### src/rtl/filtered_sample_uart_tx_pkg.sv
// rtl/filtered_sample_uart_tx_pkg.sv - shared states, byte markers and frame constants (TX_PARITY_EN aware)
package filtered_sample_uart_tx_pkg;

    localparam logic [2:0] ST_IDLE   = 3'd0;
    localparam logic [2:0] ST_START  = 3'd1;
    localparam logic [2:0] ST_DATA   = 3'd2;
    localparam logic [2:0] ST_PARITY = 3'd3;
    localparam logic [2:0] ST_STOP   = 3'd4;

    localparam logic BYTE0_MARK = 1'b0;
    localparam logic BYTE1_MARK = 1'b1;

    localparam int LOW_BITS     = 7;
    localparam int MAX_DATA_LEN = 14;

    localparam int FRAME_BITS_8N1 = 10;
    localparam int FRAME_BITS_8E1 = 11;
`ifdef TX_PARITY_EN
    localparam int FRAME_BITS = FRAME_BITS_8E1;
`else
    localparam int FRAME_BITS = FRAME_BITS_8N1;
`endif

    // Samples arrive zero-extended to MAX_DATA_LEN so one helper serves every DATA_LEN.
    function automatic logic [7:0] byte0_of(input logic [MAX_DATA_LEN-1:0] d);
        return {BYTE0_MARK, d[LOW_BITS-1:0]};
    endfunction

    function automatic logic [7:0] byte1_of(input logic [MAX_DATA_LEN-1:0] d);
        return {BYTE1_MARK, d[MAX_DATA_LEN-1:LOW_BITS]};
    endfunction

endpackage

### src/rtl/filtered_sample_uart_tx_fifo.sv
// rtl/filtered_sample_uart_tx_fifo.sv - synchronous sample FIFO with full/empty/level
module sample_fifo #(
    parameter int WIDTH = 10,
    parameter int DEPTH = 4
) (
    input  logic                     clk,
    input  logic                     rst_n,
    input  logic                     push_i,
    input  logic [WIDTH-1:0]         wdata_i,
    input  logic                     pop_i,
    output logic [WIDTH-1:0]         rdata_o,
    output logic                     full_o,
    output logic                     empty_o,
    output logic [$clog2(DEPTH):0]   level_o
);
    localparam int AW = $clog2(DEPTH);
    localparam int LW = AW + 1;

    logic [WIDTH-1:0] mem_q [DEPTH];
    logic [AW-1:0]    wr_ptr_q, rd_ptr_q;
    logic [LW-1:0]    level_q, level_d;
    logic             do_push, do_pop;

    assign full_o  = (level_q == LW'(DEPTH));
    assign empty_o = (level_q == '0);
    assign rdata_o = mem_q[rd_ptr_q];
    assign level_o = level_q;

    // A pop on the same edge frees the slot, so a full FIFO still accepts the push.
    assign do_pop  = pop_i && !empty_o;
    assign do_push = push_i && (!full_o || do_pop);

    always_comb begin
        level_d = level_q;
        case ({do_push, do_pop})
            2'b10:   level_d = level_q + LW'(1);
            2'b01:   level_d = level_q - LW'(1);
            default: level_d = level_q;
        endcase
    end

    always_ff @(posedge clk) begin
        if (!rst_n) begin
            wr_ptr_q <= '0;
            rd_ptr_q <= '0;
            level_q  <= '0;
        end else begin
            if (do_push) wr_ptr_q <= wr_ptr_q + AW'(1);
            if (do_pop)  rd_ptr_q <= rd_ptr_q + AW'(1);
            level_q <= level_d;
        end
    end

    always_ff @(posedge clk) begin
        if (do_push) mem_q[wr_ptr_q] <= wdata_i;
    end

endmodule

### src/rtl/filtered_sample_uart_tx.sv
// rtl/filtered_sample_uart_tx.sv - FIFO-buffered two-byte UART logger of filtered samples; TX_PARITY_EN adds even parity
module filtered_sample_uart_tx
    import filtered_sample_uart_tx_pkg::*;
#(
    parameter int DATA_LEN     = 10,
    parameter int CLKS_PER_BIT = 16,
    parameter int FIFO_DEPTH   = 4
) (
    input  logic                        clk,
    input  logic                        rst_n,
    input  logic [DATA_LEN-1:0]         data_in,
    input  logic                        strobe_in,
    output logic                        tx,
    output logic                        busy,
    output logic                        overflow,
    output logic [$clog2(FIFO_DEPTH):0] fifo_level
);
    localparam int BW = (CLKS_PER_BIT > 2) ? $clog2(CLKS_PER_BIT) : 1;

    logic [2:0]          state_q, state_d;
    logic [BW-1:0]       baud_q, baud_d;
    logic [2:0]          bit_idx_q, bit_idx_d;
    logic                byte_sel_q, byte_sel_d;
    logic [DATA_LEN-1:0] sample_q, sample_d;
    logic [7:0]          shift_q, shift_d;
    logic                overflow_q, overflow_d;

    logic                fifo_pop, fifo_full, fifo_empty;
    logic [DATA_LEN-1:0] fifo_rdata;
    logic                baud_end;

    sample_fifo #(
        .WIDTH (DATA_LEN),
        .DEPTH (FIFO_DEPTH)
    ) u_fifo (
        .clk     (clk),
        .rst_n   (rst_n),
        .push_i  (strobe_in),
        .wdata_i (data_in),
        .pop_i   (fifo_pop),
        .rdata_o (fifo_rdata),
        .full_o  (fifo_full),
        .empty_o (fifo_empty),
        .level_o (fifo_level)
    );

    assign baud_end = (baud_q == BW'(CLKS_PER_BIT - 1));

`ifdef TX_PARITY_EN
    logic parity_bit;
    assign parity_bit = byte_sel_q ? ^byte1_of(MAX_DATA_LEN'(sample_q))
                                   : ^byte0_of(MAX_DATA_LEN'(sample_q));
`endif

    always_comb begin
        state_d    = state_q;
        baud_d     = (state_q == ST_IDLE || baud_end) ? '0 : baud_q + BW'(1);
        bit_idx_d  = bit_idx_q;
        byte_sel_d = byte_sel_q;
        sample_d   = sample_q;
        shift_d    = shift_q;
        fifo_pop   = 1'b0;
        case (state_q)
            ST_IDLE: begin
                if (!fifo_empty) begin
                    fifo_pop   = 1'b1;
                    sample_d   = fifo_rdata;
                    shift_d    = byte0_of(MAX_DATA_LEN'(fifo_rdata));
                    byte_sel_d = 1'b0;
                    state_d    = ST_START;
                end
            end
            ST_START: begin
                if (baud_end) begin
                    bit_idx_d = '0;
                    state_d   = ST_DATA;
                end
            end
            ST_DATA: begin
                if (baud_end) begin
                    shift_d   = shift_q >> 1;
                    bit_idx_d = bit_idx_q + 3'd1;
                    if (bit_idx_q == 3'd7) begin
`ifdef TX_PARITY_EN
                        state_d = ST_PARITY;
`else
                        state_d = ST_STOP;
`endif
                    end
                end
            end
`ifdef TX_PARITY_EN
            ST_PARITY: begin
                if (baud_end) state_d = ST_STOP;
            end
`endif
            ST_STOP: begin
                if (baud_end) begin
                    if (!byte_sel_q) begin
                        byte_sel_d = 1'b1;
                        shift_d    = byte1_of(MAX_DATA_LEN'(sample_q));
                        state_d    = ST_START;
                    end else if (!fifo_empty) begin
                        // Back-to-back: the next sample starts with no idle bit.
                        fifo_pop   = 1'b1;
                        sample_d   = fifo_rdata;
                        shift_d    = byte0_of(MAX_DATA_LEN'(fifo_rdata));
                        byte_sel_d = 1'b0;
                        state_d    = ST_START;
                    end else begin
                        state_d = ST_IDLE;
                    end
                end
            end
            default: state_d = ST_IDLE;
        endcase
    end

    assign overflow_d = overflow_q | (strobe_in && fifo_full && !fifo_pop);

    always_ff @(posedge clk) begin
        if (!rst_n) begin
            state_q    <= ST_IDLE;
            baud_q     <= '0;
            bit_idx_q  <= '0;
            byte_sel_q <= 1'b0;
            sample_q   <= '0;
            shift_q    <= '0;
            overflow_q <= 1'b0;
        end else begin
            state_q    <= state_d;
            baud_q     <= baud_d;
            bit_idx_q  <= bit_idx_d;
            byte_sel_q <= byte_sel_d;
            sample_q   <= sample_d;
            shift_q    <= shift_d;
            overflow_q <= overflow_d;
        end
    end

    always_comb begin
        tx = 1'b1;
        case (state_q)
            ST_START: tx = 1'b0;
            ST_DATA:  tx = shift_q[0];
`ifdef TX_PARITY_EN
            ST_PARITY: tx = parity_bit;
`endif
            default:  tx = 1'b1;
        endcase
    end

    assign busy     = (state_q != ST_IDLE) || (fifo_level != '0);
    assign overflow = overflow_q;

endmodule
### config.mk
export PLATFORM = sky130hd
export DESIGN_NAME = filtered_sample_uart_tx
export DESIGN_NICKNAME = d
export VERILOG_FILES = /design/src/rtl/filtered_sample_uart_tx_pkg.sv /design/src/rtl/filtered_sample_uart_tx_fifo.sv /design/src/rtl/filtered_sample_uart_tx.sv
export SDC_FILE = /design/constraint.sdc
export NUM_CORES = 1
export LEC_CHECK = 0
export BUFFER_PORTS_ARGS = -buffer_cell sky130_fd_sc_hd__buf_2
export CAP_MARGIN = 15
export CORE_UTILIZATION = 25
export DETAILED_ROUTE_END_ITERATION = 7
export PLACE_DENSITY = 0.52
export SLEW_MARGIN = 20
export SYNTH_ARGS = -nofsm -noshare
export SYNTH_HDL_FRONTEND = slang
export SYNTH_SLANG_ARGS = --single-unit
### constraint.sdc
create_clock -name clk -period 3.4 [get_ports clk]
set_clock_uncertainty 0.2 [all_clocks]
set_input_delay 0.34 -clock clk [delete_from_list [all_inputs] [get_ports clk]]
set_output_delay 0.34 -clock clk [all_outputs]
set_load 0.01 [all_outputs]
Word level (Yosys, flattened, before mapping)
Memory sizes are Yosys's and may differ from the RTL's. A register that Yosys moved wholly into a read port is not among the register bits.
Cells that the tools add are included.
{"block": "totals", "reg_bits": 37, "latchBits": 0, "mem_bits_rw": 40, "romBits": 0, "n_memories": 1}
{"block": "classes", "add_sub_neg": 6, "mul": 0, "div_mod_pow": 0, "n_lt_le_gt_ge": 0, "n_eq_ne": 14, "n_shift": 0, "muxes": 35, "bitwise_logic": 2, "reduce_logical": 24}
{"name": "u_fifo.mem_q", "words": 4, "word_bits": 10, "read_ports": 1, "rd_ports_with_merged_regs": 1, "wr": 1, "line": "filtered_sample_uart_tx_fifo.sv:19", "rtl": "logic [WIDTH-1:0] mem_q [DEPTH];"}
{"cell": "$mux 8", "n": 4}
{"cell": "$mux 10", "n": 3}
{"cell": "$pmux 8 s3", "n": 1}
{"cell": "$mux 3", "n": 7}
{"cell": "$pmux 10 s2", "n": 1}
{"cell": "$ne 2x2->1 const B", "n": 6}
{"cell": "$pmux 3 s2", "n": 2}
{"cell": "$pmux 3 s4", "n": 1}
{"cell": "$reduce_and 3->1", "n": 4}
{"cell": "$mux 1", "n": 11}
{"cell": "$eq 3x3->1 const B", "n": 3}
{"cell": "$reduce_bool 3->1", "n": 3}
{"cell": "$add 3x1->3 const B", "n": 2}
{"cell": "$logic_not 3->1", "n": 2}
{"cell": "$pmux 1 s2", "n": 3}
{"cell": "$reduce_bool 2->1", "n": 3}
{"cell": "$reduce_and 5->1", "n": 1}
{"cell": "$add 2x1->2 const B", "n": 2}
{"cell": "$add 4x1->4 const B", "n": 1}
{"cell": "$eq 4x4->1 const B", "n": 1}
{"cell": "$logic_and 1x1->1", "n": 4}
{"cell": "$mux 2", "n": 2}
{"cell": "$eq 3x1->1 const B", "n": 1}
{"cell": "$eq 3x2->1 const B", "n": 1}
{"cell": "8 further kinds", "n": 12}

Longest topological paths before layout
{"block": "logic_depth", "depth_word": 10, "mapped_depth": 9, "depth_no_buf": 9}

Hierarchy
Synthesis repeated with hierarchy kept, for this count alone.
{"block": "hier_totals", "cells_unflattened": 257, "hier_area_um2": 3256.9}
{"mod": "sample_fifo", "instances": 1, "cells_per_inst": 112, "area_each_um2": 1991.9, "seq_area_each_um2": 1381.3}
{"mod": "filtered_sample_uart_tx", "instances": 1, "cells_per_inst": 145, "area_each_um2": 1265.0, "seq_area_each_um2": 460.4}

Least setup slack after synthesis
OpenSTA, ideal clock, no wires.
{"block": "synth_timing", "path_type": "register to register", "start": "register baud_q[0]", "end": "register u_fifo.level_q[1], in the netlist u_fifo.level_o[1]", "setup_time_ps": 106, "arrival_time_ps": 2176, "path_slack_ps": 918, "path_stages_with_launch": 9, "period_less_slack_ps": 2482, "path_cell_list": "dfxtp_1 > ha_1 > nand4_2 > a2111oi_4 > inv_1 > fa_1 > nand2b_1 > or3_1 > o311ai_0"}
{"block": "synth_via", "elab_chain_len": 8}
{"element": "start: declaration", "line": "filtered_sample_uart_tx.sv:21", "rtl": "logic [BW-1:0] baud_q, baud_d;"}
{"element": "start signal: assignment", "line": "filtered_sample_uart_tx.sv:132", "rtl": "baud_q <= baud_d;"}
{"element": "$eq 4x4->1 *", "line": "filtered_sample_uart_tx.sv:47", "rtl": "assign baud_end = (baud_q == BW'(CLKS_PER_BIT - 1));"}
{"element": "$mux 1 *", "line": "filtered_sample_uart_tx.sv:98", "rtl": "if (baud_end) begin"}
{"element": "$pmux 1 s2 *", "line": "filtered_sample_uart_tx.sv:63", "rtl": "case (state_q)"}
{"element": "$logic_and 1x1->1 *", "line": "filtered_sample_uart_tx_fifo.sv:30", "rtl": "assign do_pop = pop_i && !empty_o;"}
{"element": "$logic_or 1x1->1", "line": "filtered_sample_uart_tx_fifo.sv:31", "rtl": "assign do_push = push_i && (!full_o || do_pop);"}
{"element": "$logic_and 1x1->1", "line": "filtered_sample_uart_tx_fifo.sv:31"}
{"element": "$eq 2x1->1 or $eq 2x2->1 (tied branches)", "line": "filtered_sample_uart_tx_fifo.sv:35", "rtl": "case ({do_push, do_pop})"}
{"element": "$pmux 3 s2 or $reduce_bool 2->1 (tied branches)"}
{"element": "end signal: assignment", "line": "filtered_sample_uart_tx_fifo.sv:50", "rtl": "level_q <= level_d;"}
{"element": "end: declaration", "line": "filtered_sample_uart_tx_fifo.sv:21", "rtl": "logic [LW-1:0] level_q, level_d;"}
Mark *: on every way between the ends. The rest lies on a longest branch, timed or not.
A chain may end at the register's enable or synchronous reset.

Worst setup path after layout
{"block": "layout_timing", "start": "register baud_q[0]", "end": "memory u_fifo.mem_q[1][0], enable pin"}
{"block": "layout_via", "elab_chain_len": 8}
{"element": "$eq 4x4->1", "line": "filtered_sample_uart_tx.sv:47"}
{"element": "$mux 1", "line": "filtered_sample_uart_tx.sv:98"}
{"element": "$pmux 1 s2", "line": "filtered_sample_uart_tx.sv:63"}
{"element": "$logic_and 1x1->1", "line": "filtered_sample_uart_tx_fifo.sv:30"}
{"element": "$logic_or 1x1->1", "line": "filtered_sample_uart_tx_fifo.sv:31"}
{"element": "$logic_and 1x1->1", "line": "filtered_sample_uart_tx_fifo.sv:31"}
{"element": "$mux 1", "line": "filtered_sample_uart_tx_fifo.sv:55", "rtl": "if (do_push) mem_q[wr_ptr_q] <= wdata_i;"}
{"element": "$mux 1 (not written as such)", "line": "filtered_sample_uart_tx_fifo.sv:55"}
{"element": "end: declaration", "line": "filtered_sample_uart_tx_fifo.sv:19"}
Every way passes these cells.

==> results.yml <==
hold_path:
  hold_path.class: "in -> reg"
  hold_path_depth: 1
setup_path:
  crit_path_start_kind: "register"
  cp.required_ns: 3.16
  critPathCaptureType: "register"
  critPathKind: "reg -> reg"
  r2r_cells: 5
  critPathArrivalTime_ns: 2.57
  crit_fanout: 12
  r2r_setup_slack_ns: 0.60
placement:
  port_buffers: 18
  hpwl_mm: 4.131
  post-place-ws_ns: 0.6083
  place.gp.congestion: 0.7368
  placement.cell_area_um2: 3431
flow_run:
  drv_cap: 0
logic_synthesis:
  synth.most_common_cell: "edfxtp_1"
  synth_seq_area_share_pct: 57.91
  syn-cell-area_um2: 3181
  ys_warn_count: 0
  synth_top_area_share_pct: 37.77
  synthesis.nets: 278
  ys_async_sr_fraction_pct: 0
  synth.area.top_cells: "edfxtp_1 38%, dfxtp_1 20%, mux4_2 7.1%, ha_1 2.8%, nor2_1 2.4%"
  synth.distinct_cells: 45
  avgSynthCellArea_um2: 12.38
  synth_flop_cell: "edfxtp_1"
  synth_edf_count: 40
  syn-instance-count: 257
  yosysTopAreaCell: "edfxtp_1"
  synthTopCellsByCount: "40 x edfxtp_1, 32 x dfxtp_1, 20 x nor2_1"
  synth_seq_cells: 72
status:
  outcome: "complete, no violations"
drt:
  finalWirelength_mm: 5.917
  antenna_left: 0
  vias: 1983
  viasPerCell: 4.446
  dr.pass1.iters: 4
  drc_errors: 0
  initialDrtViolationCount: 119
  wire_per_inst_um: 13.27
clock_tree:
  cts-htree-levels: 3
  cts_inserted_buffers: 9
  clk_pin_slew_ns: 0.06
  cts_root_buf: "clkbuf_16"
  clock_sinks: 72
  tritoncts: "done"
  cts_setup_buffers: 0
  cts_resized: 0
  clk_path_buf_depth: 2
  clkLatencyLatePin_ns: 0.33
  cts_hold_buffers: 0
global_routing:
  grt_pass1_vias: 1943
  grt_pass1_wl_mm: 10.01
  grt.total_usage_pct: 10.00
  antenna_found_initial: 0
  grt_max_degree: 19
  grt_remaining_overflow: 0
power_and_ir_drop:
  pwr-share-seq_pct: 42.4
  ir_drop_mv: 0.2990
  p_int_mw: 1.974
  clkPwrFrac_pct: 32.8
  switching_share_pct: 29.85
  comb_power_share_pct: 24.8
  cellPowerDensity_nw_per_um2: 755.2
  switching_power_mw: 0.8399
  p_leak_nw: 1.311
timing:
  fmax_mhz: 356.9
  period_minus_slack_ns: 2.802
  layout_worst_path_cycle_share_pct: 82.41
  slew_violations: 0
  setup_viol: 0
  worstMarginPinSlew_ns: 0.6493
  rsz0062_at_grt: "false"
  finalHoldViolCount: 0
  fin_tns_setup_ns: 0
  worst_slack_ns: 0.5980
  slew_headroom_pct: 56.66
layout:
  area_growth_syn_to_layout_pct: 17.15
  fin_util_pct: 30.51
  drive_gt1_share_pct: 18.71
  fin_area_um2: 3726
  diodes: 0
  nNetsFinal: 295
  fill_cells: 1221
floorplan:
  rows: 40
  die_w_um: 114.8
  die_h_um: 114.8
  initial_core_util_pct: 26.05
  dieArea_um2: 13180
  coreArea_um2: 12210
  ioPinCount: 19
==> routing by layer <==
metal  share of wire (%)  track usage [%]
met5                   0                0
met4                 1.4            4.156
met2                  43            14.18
met1                  52            14.24
met3                 3.8            2.847
==> cells by family (layout without fill, tap and decap cells) <==
family,Yosys count,count (layout),share of synthesized area [%]
buffers and inverters,24,45,3.226
flip-flops,72,72,57.91
multiplexers,16,16,8.970
AND/OR/NAND/NOR,79,79,13.06
adder cells (fa/ha/maj),8,8,3.383
AO/OA/AOI/OAI,54,54,12.35
XOR/XNOR,4,4,1.102
==> power groups by stage <==
stage	Clock, mW	Combinational [mW]	Sequential [mW]
finish	0.923	0.699	1.19
global route	0.980	0.782	1.22
CTS	0.945	0.706	1.20
detailed placement	0	0.704	1.21
global placement	0	0.698	1.21
floorplan	0	0.603	1.15
==> critical path: stages, from the launching register on <==
cell	delay (ns)
dfxtp_1	0.35
ha_1	0.29
nand4_2	0.21
a211o_1	0.50
a21boi_2	0.38
and2_1	0.51
==> sequential cells by signal, indices dropped and copies added, names as in the netlist, named ones only <==
name / flops
baud_q: 4
bit_idx_q: 3
byte_sel_q: 1
overflow: 1
sample_q: 3
shift_q: 8
state_q: 3
u_fifo.level_o: 3
u_fifo.mem_q: 40
u_fifo.rd_ptr_q: 2
u_fifo.wr_ptr_q: 2
==> final timing paths <==
| path | startpoint | end |
|---|---|---|
| setup / recovery | baud_q[0] | u_fifo.mem_q[1][0] |
| hold / removal | data_in[5] | u_fifo.mem_q[2][5] |
| setup reg to reg | baud_q[0] | u_fifo.mem_q[1][0] |
| hold reg to reg | baud_q[0] | baud_q[0] |
==> metrics by stage <==
step / std cells / total power [mW] / hold slack [ns]
2_1_floorplan: 257 / 1.757 / 0.2179
3_3_place_gp: 431 / 1.908 / 0.2327
3_5_place_dp: 431 / 1.918 / 0.2397
4_1_cts: 446 / 2.847 / 0.03218
5_1_grt: 446 / 2.980 / 0.03661
6_report: 446 / 2.814 / 0.03485
==> layout make-up <==
class                      count  area (um2)  area share, %
sequential                    72        1842          49.43
multi-input combinational    161        1236          33.18
clock buffer                   9       225.2          6.044
tap                          168       210.2          5.641
timing repair buffer          20       105.1          2.821
clock inverter                 6       70.07          1.880
inverter                      10       37.54          1.007
==> cell usage in the layout, fill, tap and decap left out, types with 9 or more instances in the layout <==
| cell | netlist | routed |
|---|---|---|
| edfxtp_1 | 40 | 40 |
| dfxtp_1 | 32 | 32 |
| nor2_1 | 20 | 20 |
| nand2_1 | 19 | 19 |
| buf_2 | 3 | 18 |
| o21ai_0 | 12 | 12 |
| a21oi_1 | 12 | 12 |
| inv_1 | 10 | 10 |
| mux4_2 | 10 | 10 |
| clkbuf_16 | 0 | 9 |
(Power assumes the default switching activity.)
